===== config.mk =====
export PLATFORM = sky130hd
export DESIGN_NAME = spi_slave
export DESIGN_NICKNAME = d
export VERILOG_FILES = /design/src/rtl/spi_slave.sv
export SDC_FILE = /design/constraint.sdc
export NUM_CORES = 1
export LEC_CHECK = 0
export ABC_AREA = 1
export ABC_CLOCK_PERIOD_IN_PS = 1490
export BUFFER_PORTS_ARGS = -buffer_cell sky130_fd_sc_hd__buf_2
export CORE_ASPECT_RATIO = 1.2
export CORE_MARGIN = 4
export CORE_UTILIZATION = 45
export DETAILED_ROUTE_END_ITERATION = 8
export SKIP_LAST_GASP = 1
export SYNTH_ARGS = -nofsm -noshare
export SYNTH_HDL_FRONTEND = slang
export SYNTH_SLANG_ARGS = --single-unit

===== constraint.sdc =====
create_clock -name clk -period 1.49 [get_ports clk]
set_input_delay 0.149 -clock clk [delete_from_list [all_inputs] [get_ports clk]]
set_output_delay 0.149 -clock clk [all_outputs]
set_load 0.02 [all_outputs]

===== src/rtl/spi_slave.sv =====
// SPI mode-0 slave, MSB first; rx_valid 3 clk after the final synchronized sclk rise; tx_data accepted only while tx_ready (buffer empty).
// Optional rx_overrun/rx_ack unread-word tracking is compiled in with SPI_SLAVE_OVERRUN_EN.
module spi_slave #(
  parameter int DATA_WIDTH = 8
) (
  input  logic                  clk,
  input  logic                  rst_n,
  input  logic                  sclk,
  input  logic                  cs_n,
  input  logic                  mosi,
  output logic                  miso,
  input  logic [DATA_WIDTH-1:0] tx_data,
  input  logic                  tx_valid,
  output logic                  tx_ready,
  output logic [DATA_WIDTH-1:0] rx_data,
  output logic                  rx_valid
`ifdef SPI_SLAVE_OVERRUN_EN
  ,
  input  logic                  rx_ack,
  output logic                  rx_overrun
`endif
);

  localparam int CW = (DATA_WIDTH > 2) ? $clog2(DATA_WIDTH) : 1;
  localparam logic [CW-1:0] LAST_BIT = CW'(DATA_WIDTH - 1);

  typedef enum logic [1:0] {IDLE, LOAD, SHIFT} state_t;

  state_t                state;
  logic [2:0]            sclk_s;
  logic [2:0]            cs_s;
  logic [1:0]            mosi_s;
  logic [1:0]            sync_vld;
  logic                  armed;
  logic [CW-1:0]         bit_cnt;
  logic [DATA_WIDTH-1:0] rx_shift;
  logic [DATA_WIDTH-1:0] tx_shift;
  logic [DATA_WIDTH-1:0] tx_buf;
  logic                  buf_full;
`ifdef SPI_SLAVE_OVERRUN_EN
  logic                  unread;
`endif

  logic sclk_rise, sclk_fall, cs_rise, cs_fall, mosi_b;

  always_ff @(posedge clk or negedge rst_n) begin
    if (!rst_n) begin
      sclk_s   <= 3'b000;
      cs_s     <= 3'b111;
      mosi_s   <= 2'b00;
      sync_vld <= 2'b00;
    end else begin
      sclk_s   <= {sclk_s[1:0], sclk};
      cs_s     <= {cs_s[1:0], cs_n};
      mosi_s   <= {mosi_s[0], mosi};
      sync_vld <= {sync_vld[0], 1'b1};
    end
  end

  assign sclk_rise = sclk_s[1] & ~sclk_s[2];
  assign sclk_fall = ~sclk_s[1] & sclk_s[2];
  assign cs_rise   = cs_s[1] & ~cs_s[2];
  assign cs_fall   = ~cs_s[1] & cs_s[2];
  assign mosi_b    = mosi_s[1];

  assign miso     = ~cs_s[1] & tx_shift[DATA_WIDTH-1];
  assign tx_ready = ~buf_full;

  always_ff @(posedge clk or negedge rst_n) begin
    if (!rst_n) begin
      state    <= IDLE;
      armed    <= 1'b0;
      bit_cnt  <= '0;
      rx_shift <= '0;
      tx_shift <= '0;
      tx_buf   <= '0;
      buf_full <= 1'b0;
      rx_data  <= '0;
      rx_valid <= 1'b0;
`ifdef SPI_SLAVE_OVERRUN_EN
      unread     <= 1'b0;
      rx_overrun <= 1'b0;
`endif
    end else begin
      rx_valid <= 1'b0;
`ifdef SPI_SLAVE_OVERRUN_EN
      rx_overrun <= 1'b0;
      if (rx_ack) unread <= 1'b0;
`endif
      // A cs_n low level seen straight out of reset is not a fresh select edge.
      armed <= armed | (sync_vld[1] & cs_s[1]);

      if (tx_valid && !buf_full) begin
        tx_buf   <= tx_data;
        buf_full <= 1'b1;
      end

      if (cs_rise) begin
        state   <= IDLE;
        bit_cnt <= '0;
      end else begin
        case (state)
          IDLE: if (cs_fall && armed) state <= LOAD;
          LOAD: begin
            if (buf_full) begin
              tx_shift <= tx_buf;
              buf_full <= 1'b0;
            end else begin
              tx_shift <= '0;
            end
            state <= SHIFT;
          end
          SHIFT: begin
            if (sclk_rise) begin
              rx_shift <= {rx_shift[DATA_WIDTH-2:0], mosi_b};
              if (bit_cnt == LAST_BIT) begin
                rx_data  <= {rx_shift[DATA_WIDTH-2:0], mosi_b};
                rx_valid <= 1'b1;
                bit_cnt  <= '0;
                state    <= LOAD;
`ifdef SPI_SLAVE_OVERRUN_EN
                unread     <= 1'b1;
                rx_overrun <= unread & ~rx_ack;
`endif
              end else begin
                bit_cnt <= bit_cnt + 1'b1;
              end
            end else if (sclk_fall && bit_cnt != '0) begin
              // The fall after a frame's last rise must not shift the freshly loaded word.
              tx_shift <= {tx_shift[DATA_WIDTH-2:0], 1'b0};
            end
          end
          default: state <= IDLE;
        endcase
      end
    end
  end

endmodule


# After elaboration in Yosys (flattened, before gate mapping)
# Index checks and enable logic that the tools add are counted.
# op_classes
eq_ne	8
n_bitwise	13
add_sub_neg	1
n_mux	21
reduce_logical	14
# ops
operator	n
8-bit 2-to-1 mux	3
8-bit one-hot mux with 2 select lines	1
3-bit 2-to-1 mux	4
3-bit inequality test, second input constant	3
1-bit 2-to-1 mux	8
2-bit 2-to-1 mux	4
4-bit AND reduction	2
1-bit bitwise AND	6
1-bit NOT	6
2-bit one-hot mux with 3 select lines	1
3-bit AND reduction	2
2-bit nonzero test	3
2-bit inequality test, second input constant	2
3-bit by 1-bit adder with 3-bit output, second input constant	1
3-bit == test, second input constant	1
1-bit logical AND	3
3-bit nonzero test	1
2-bit by 1-bit == test with 1-bit output, second input constant	1
2-bit == test, second input constant	1
2-bit zero test	1
2-bit AND reduction	1
1-bit zero test	1
1-bit bitwise OR	1
# word_totals
out_inout_bits	11
elab_cells	70
ff_bits	49
in_bits	14

# Longest topological paths before layout
# logic_depth
depth_word	6
depth_mapped	8
mapped_depth_nobuf	8

# Worst setup path before layout
# Ideal clock, no wire load.
# synth_timing
kind	register to register
start	reg cs_s[2]
end	reg tx_shift[0]
path_buffers	0
arrival_ns	1.215
setup_slack_ns	0.158
setup_ns	0.116
path_stages_with_launch	8
synth_period_minus_slack_ns	1.332
required_time_ns	1.374
cell_sequence	dfstp_2 -> inv_1 -> nand2_2 -> inv_1 -> nor2_4 -> nand2_4 -> nand2_1 -> nand2_1
# synth_via
elab_chain_len	4
# synth_rtl
item	line_no	source
start: declaration	31	logic [2:0] cs_s;
start signal: assignment	54	cs_s <= {cs_s[1:0], cs_n};
1-bit NOT	62	assign cs_rise = cs_s[1] & ~cs_s[2];
1-bit bitwise AND	62	
1-bit NOT (no source line)	-	
4-bit AND reduction (no source line)	-	
end signal: assignment	106	tx_shift <= tx_buf;
end signal: assignment	130	tx_shift <= {tx_shift[DATA_WIDTH-2:0], 1'b0};
end: declaration	37	logic [DATA_WIDTH-1:0] tx_shift;
# Every way passes these cells.
# A chain may end at the register's enable or synchronous reset.

# Final worst setup path
# layout_timing
start	reg state[0]
end	reg rx_data[7]
# layout_via
elab_chain_len	2
# layout_rtl
item	line_no	source
start: declaration	29	state_t state;
start signal: assignment	71	state <= IDLE;
start signal: assignment	99	state <= IDLE;
start signal: assignment	103	IDLE: if (cs_fall && armed) state <= LOAD;
2-bit == test	102	case (state)
4-bit AND reduction (no source line)	-	
end signal: assignment	117	rx_data <= {rx_shift[DATA_WIDTH-2:0], mosi_b};
end: declaration	15	output logic [DATA_WIDTH-1:0] rx_data,
# Every way passes these cells.

==> insert_results.sql <==
INSERT INTO impl_metrics (metric_group, metric, value, unit) VALUES
('final_layout', 'post_route_cells_drive_above_1_share', '32.50', '%'),
('critical_path', 'critical_path.most_common_cell', 'nand2_1', ''),
('critical_path', 'worst_setup_path_end_kind', 'flop', ''),
('sta', 'fin_worst_hold_slack', '0.07792', 'ns'),
('clock_tree', 'clkSinkCount', '49', ''),
('clock_tree', 'cts.reportedPaths.clkPinSlew', '0.08', 'ns'),
('final_layout', 'layout_commonest_cell', 'nand2_1', ''),
('global_routing', 'grt_pass1_vias', '1505', ''),
('final_layout', 'layout-area-overhead-vs-synth', '20.21', '%'),
('floorplan', 'core_region_area', '0.004327', 'mm2'),
('place', 'number_of_buffers_inserted_by_port_buffering', '24', ''),
('logic_synthesis', 'syn_area_per_cell', '10.44', 'um2'),
('final_layout', 'layout_common_cells', 'nand2_1, dfrtp_1, buf_2', ''),
('critical_path', 'crit_path_max_fanout', '15', ''),
('critical_path', 'timing.critical_path.required', '1.73', 'ns'),
('sta', 'unrepaired_setup_endpoints_after_global_routing', 'yes', ''),
('logic_synthesis', 'total_standard_cell_area_after_synthesis', '0.002056', 'mm2'),
('floorplan', 'rows', '26', ''),
('global_routing', 'grt_overflow_total', '0', ''),
('logic_synthesis', 'synthesis.yosys.warnings', '0', ''),
('global_routing', 'largest_net_degree_at_the_start_of_global_routing', '50', ''),
('sta', 'finalHoldViolations', '0', ''),
('logic_synthesis', 'netlist_instances', '197', ''),
('clock_tree', 'cts_buffer_depth', '2', ''),
('sta', 'skew', '0.002467', 'ns'),
('sta', 'timing.final.max_slew_violations', '0', ''),
('drt', 'detail_route.vias_per_cell', '4.743', ''),
('clock_tree', 'cts_made_buffers', '5', ''),
('critical_path', 'cp_cell_sequence', 'inv_2 > nand2_4 > nor2_8 > nand3_4 > inv_1 > nand2_1 > nand2_1', ''),
('clock_tree', 'cts_max_level', '2', ''),
('critical_path', 'cp-start-kind', 'flop', ''),
('sta', 'fmaxAchievable', '725.7', 'MHz'),
('critical_path', 'timing.critical_path.buf_inv', '2', ''),
('global_routing', 'initial_antenna_violation_count', '0', ''),
('critical_path', 'cp_data_arrival_time', '1.62', 'ns'),
('place', 'placed_area', '0.002265', 'mm2'),
('floorplan', 'top_level_ports', '25', ''),
('logic_synthesis', 'synth_area_leader_cell', 'dfrtp_1', ''),
('run', 'cap_viol_max_count', '0', ''),
('logic_synthesis', 'ys_seq_elements', '49', ''),
('logic_synthesis', 'synth.distinct_cells', '24', ''),
('drt', 'ant_nets', '0', ''),
('logic_synthesis', 'seq_area_frac_synth', '59.83', '%'),
('final_layout', 'antennaDiodeCount', '0', ''),
('place', 'dp_hpwl', '2664', 'um'),
('final_layout', 'fin_area', '0.002471', 'mm2'),
('sta', 'setup_violations', '0', ''),
('floorplan', 'initial_cell_density_of_the_core', '47.51', '%'),
('critical_path', 'path_class', 'reg2reg', ''),
('drt', 'detailedRoute.firstPassIterationCount', '4', ''),
('power_and_ir_drop', 'power.leakage', '1.299', 'nW'),
('logic_synthesis', 'synth_top_cell_area_share', '56.00', '%'),
('place', 'finalWeightedCongestion', '0.7906', ''),
('power_and_ir_drop', 'vdd_ir_drop_max', '656.1', 'uV'),
('clock_tree', 'clk_root_buffer_cell', 'clkbuf_8', ''),
('sta', 'period_needed', '1.378', 'ns'),
('worst_hold_path', 'min-delay-path-class', 'in2reg', ''),
('final_layout', 'nNetsFinal', '256', ''),
('drt', 'dr_total_vias', '1404', ''),
('power_and_ir_drop', 'powerDensity', '1562', 'mW/mm2'),
('status', 'run_status', 'finished, final reports clean', ''),
('sta', 'post-route-period-util', '92.49', '%'),
('drt', 'routedWlPerCell', '12.61', 'um'),
('critical_path', 'timing.critical_path.slowest_stage_cell', 'dfrtp_1', ''),
('floorplan', 'die_w', '69.70', 'um'),
('critical_path', 'crit_family', 'simple AND/OR/NAND/NOR gates', ''),
('clock_tree', 'worst_skew_pair.late_latency', '0.30', 'ns'),
('floorplan', 'fp.dieArea', '0.005718', 'mm2'),
('clock_tree', 'tritoncts_clock_tree', 'built', ''),
('drt', 'drc', '0', ''),
('drt', 'wl', '3732', 'um'),
('drt', 'dr.first_iter.drc_count', '75', ''),
('floorplan', 'die-height', '82.04', 'um'),
('critical_path', 'critical-path-max-stage-delay', '0.44', 'ns'),
('sta', 'timing.setup.tns', '0', 'ns'),
('logic_synthesis', 'synth_area_leaders', 'dfrtp_1, nand2_1, o21ai_2', ''),
('global_routing', 'grt_use_total', '14.89', '%'),
('logic_synthesis', 'syn-num-nets', '214', ''),
('global_routing', 'global_route_wire_length_before_repair', '6693', 'um');
state kept, by name (all words and copies together) (netlist names):
register / cells
rx_data: 8
rx_valid: 1
tx_shift: 8
sclk_s: 3
rx_shift: 7
tx_buf: 8
buf_full: 1
armed: 1
bit_cnt: 3
cs_s: 3
state: 2
mosi_s: 2
sync_vld: 2
per-layer routing:
metal	global-route usage [%]	wire length, um
met4	5.939	55
met3	3.427	142
met1	17.68	1560
met2	26.43	1974
met5	0	0
through the flow:
step	utilization, %	cells	power [mW]	setup slack, ns
after global routing	57.11	296	4.157	-0.02421
after CTS	55.96	290	3.905	0.004230
final	57.11	296	3.861	0.1119
after global placement	52.34	278	2.884	0.06568
after floorplan	-	197	2.616	0.1585
after detailed placement	52.34	278	2.921	0.02344
layout make-up:
cell class	instances	area [um2]
Clock inverter	1	30.03
Clock buffer	7	86.33
Inverter	20	75.07
Tap cell	56	70.07
Fill cell	374	1856
Timing Repair Buffer	38	247.7
Multi-Input combinational cell	125	732.0
Sequential cell	49	1230
where the power goes:
group / internal, mW / switching (mW) / total [mW]
registers: 1.64 / 0.189 / 1.83
logic: 0.441 / 0.632 / 1.07
clock network: 0.547 / 0.410 / 0.957
path summary, 6_finish.rpt:
path,end,cells after the start,startpoint,slack [ns]
min,tx_buf[2]$_DFFE_PN0P_,2,tx_data[2],0.08
min in group asynchronous,tx_shift[6]$_DFFE_PN0P_,3,rst_n,0.35
max in group asynchronous,cs_s[2]$_DFF_PN1_,3,rst_n,0.86
max,rx_data[7]$_DFFE_PN0P_,7,state[0]$_DFFE_PN0P_,0.11
min reg2reg,sclk_s[1]$_DFF_PN0_,0,sclk_s[0]$_DFF_PN0_,0.35
max reg2reg,rx_data[7]$_DFFE_PN0P_,7,state[0]$_DFFE_PN0P_,0.11
timing repair:
item	4_1_cts	5_1_grt
resized for setup	0	1
endpoints found under the setup margin	0	13
setup buffers	0	6
endpoints found under the hold margin	49	0
hold buffers	4	0
cells by family after synthesis:
logic type,Yosys count,synth area share [%]
other cells,1,0.1824
fa+ha+maj,3,1.826
simple gates,95,22.22
mux,8,4.382
compound gates,18,6.756
buf+inv,23,4.808
flops,49,59.83
worst register-to-register path, cell delays in order, from the launching register on:
cell	delay, ns
dfrtp_1	0.44
inv_2	0.11
nand2_4	0.10
nor2_8	0.18
nand3_4	0.21
inv_1	0.16
nand2_1	0.06
nand2_1	0.05
cells in the mapped netlist, drive strengths merged:
master and number:
a21oi 1, buf 3, conb 1, dfrtp 46
dfstp 3, ha 3, inv 20, mux2 8
nand2 63, nand3 22, nand4 1, nor2 8
nor3 1, o21ai 17
(Power assumes the default switching activity.)
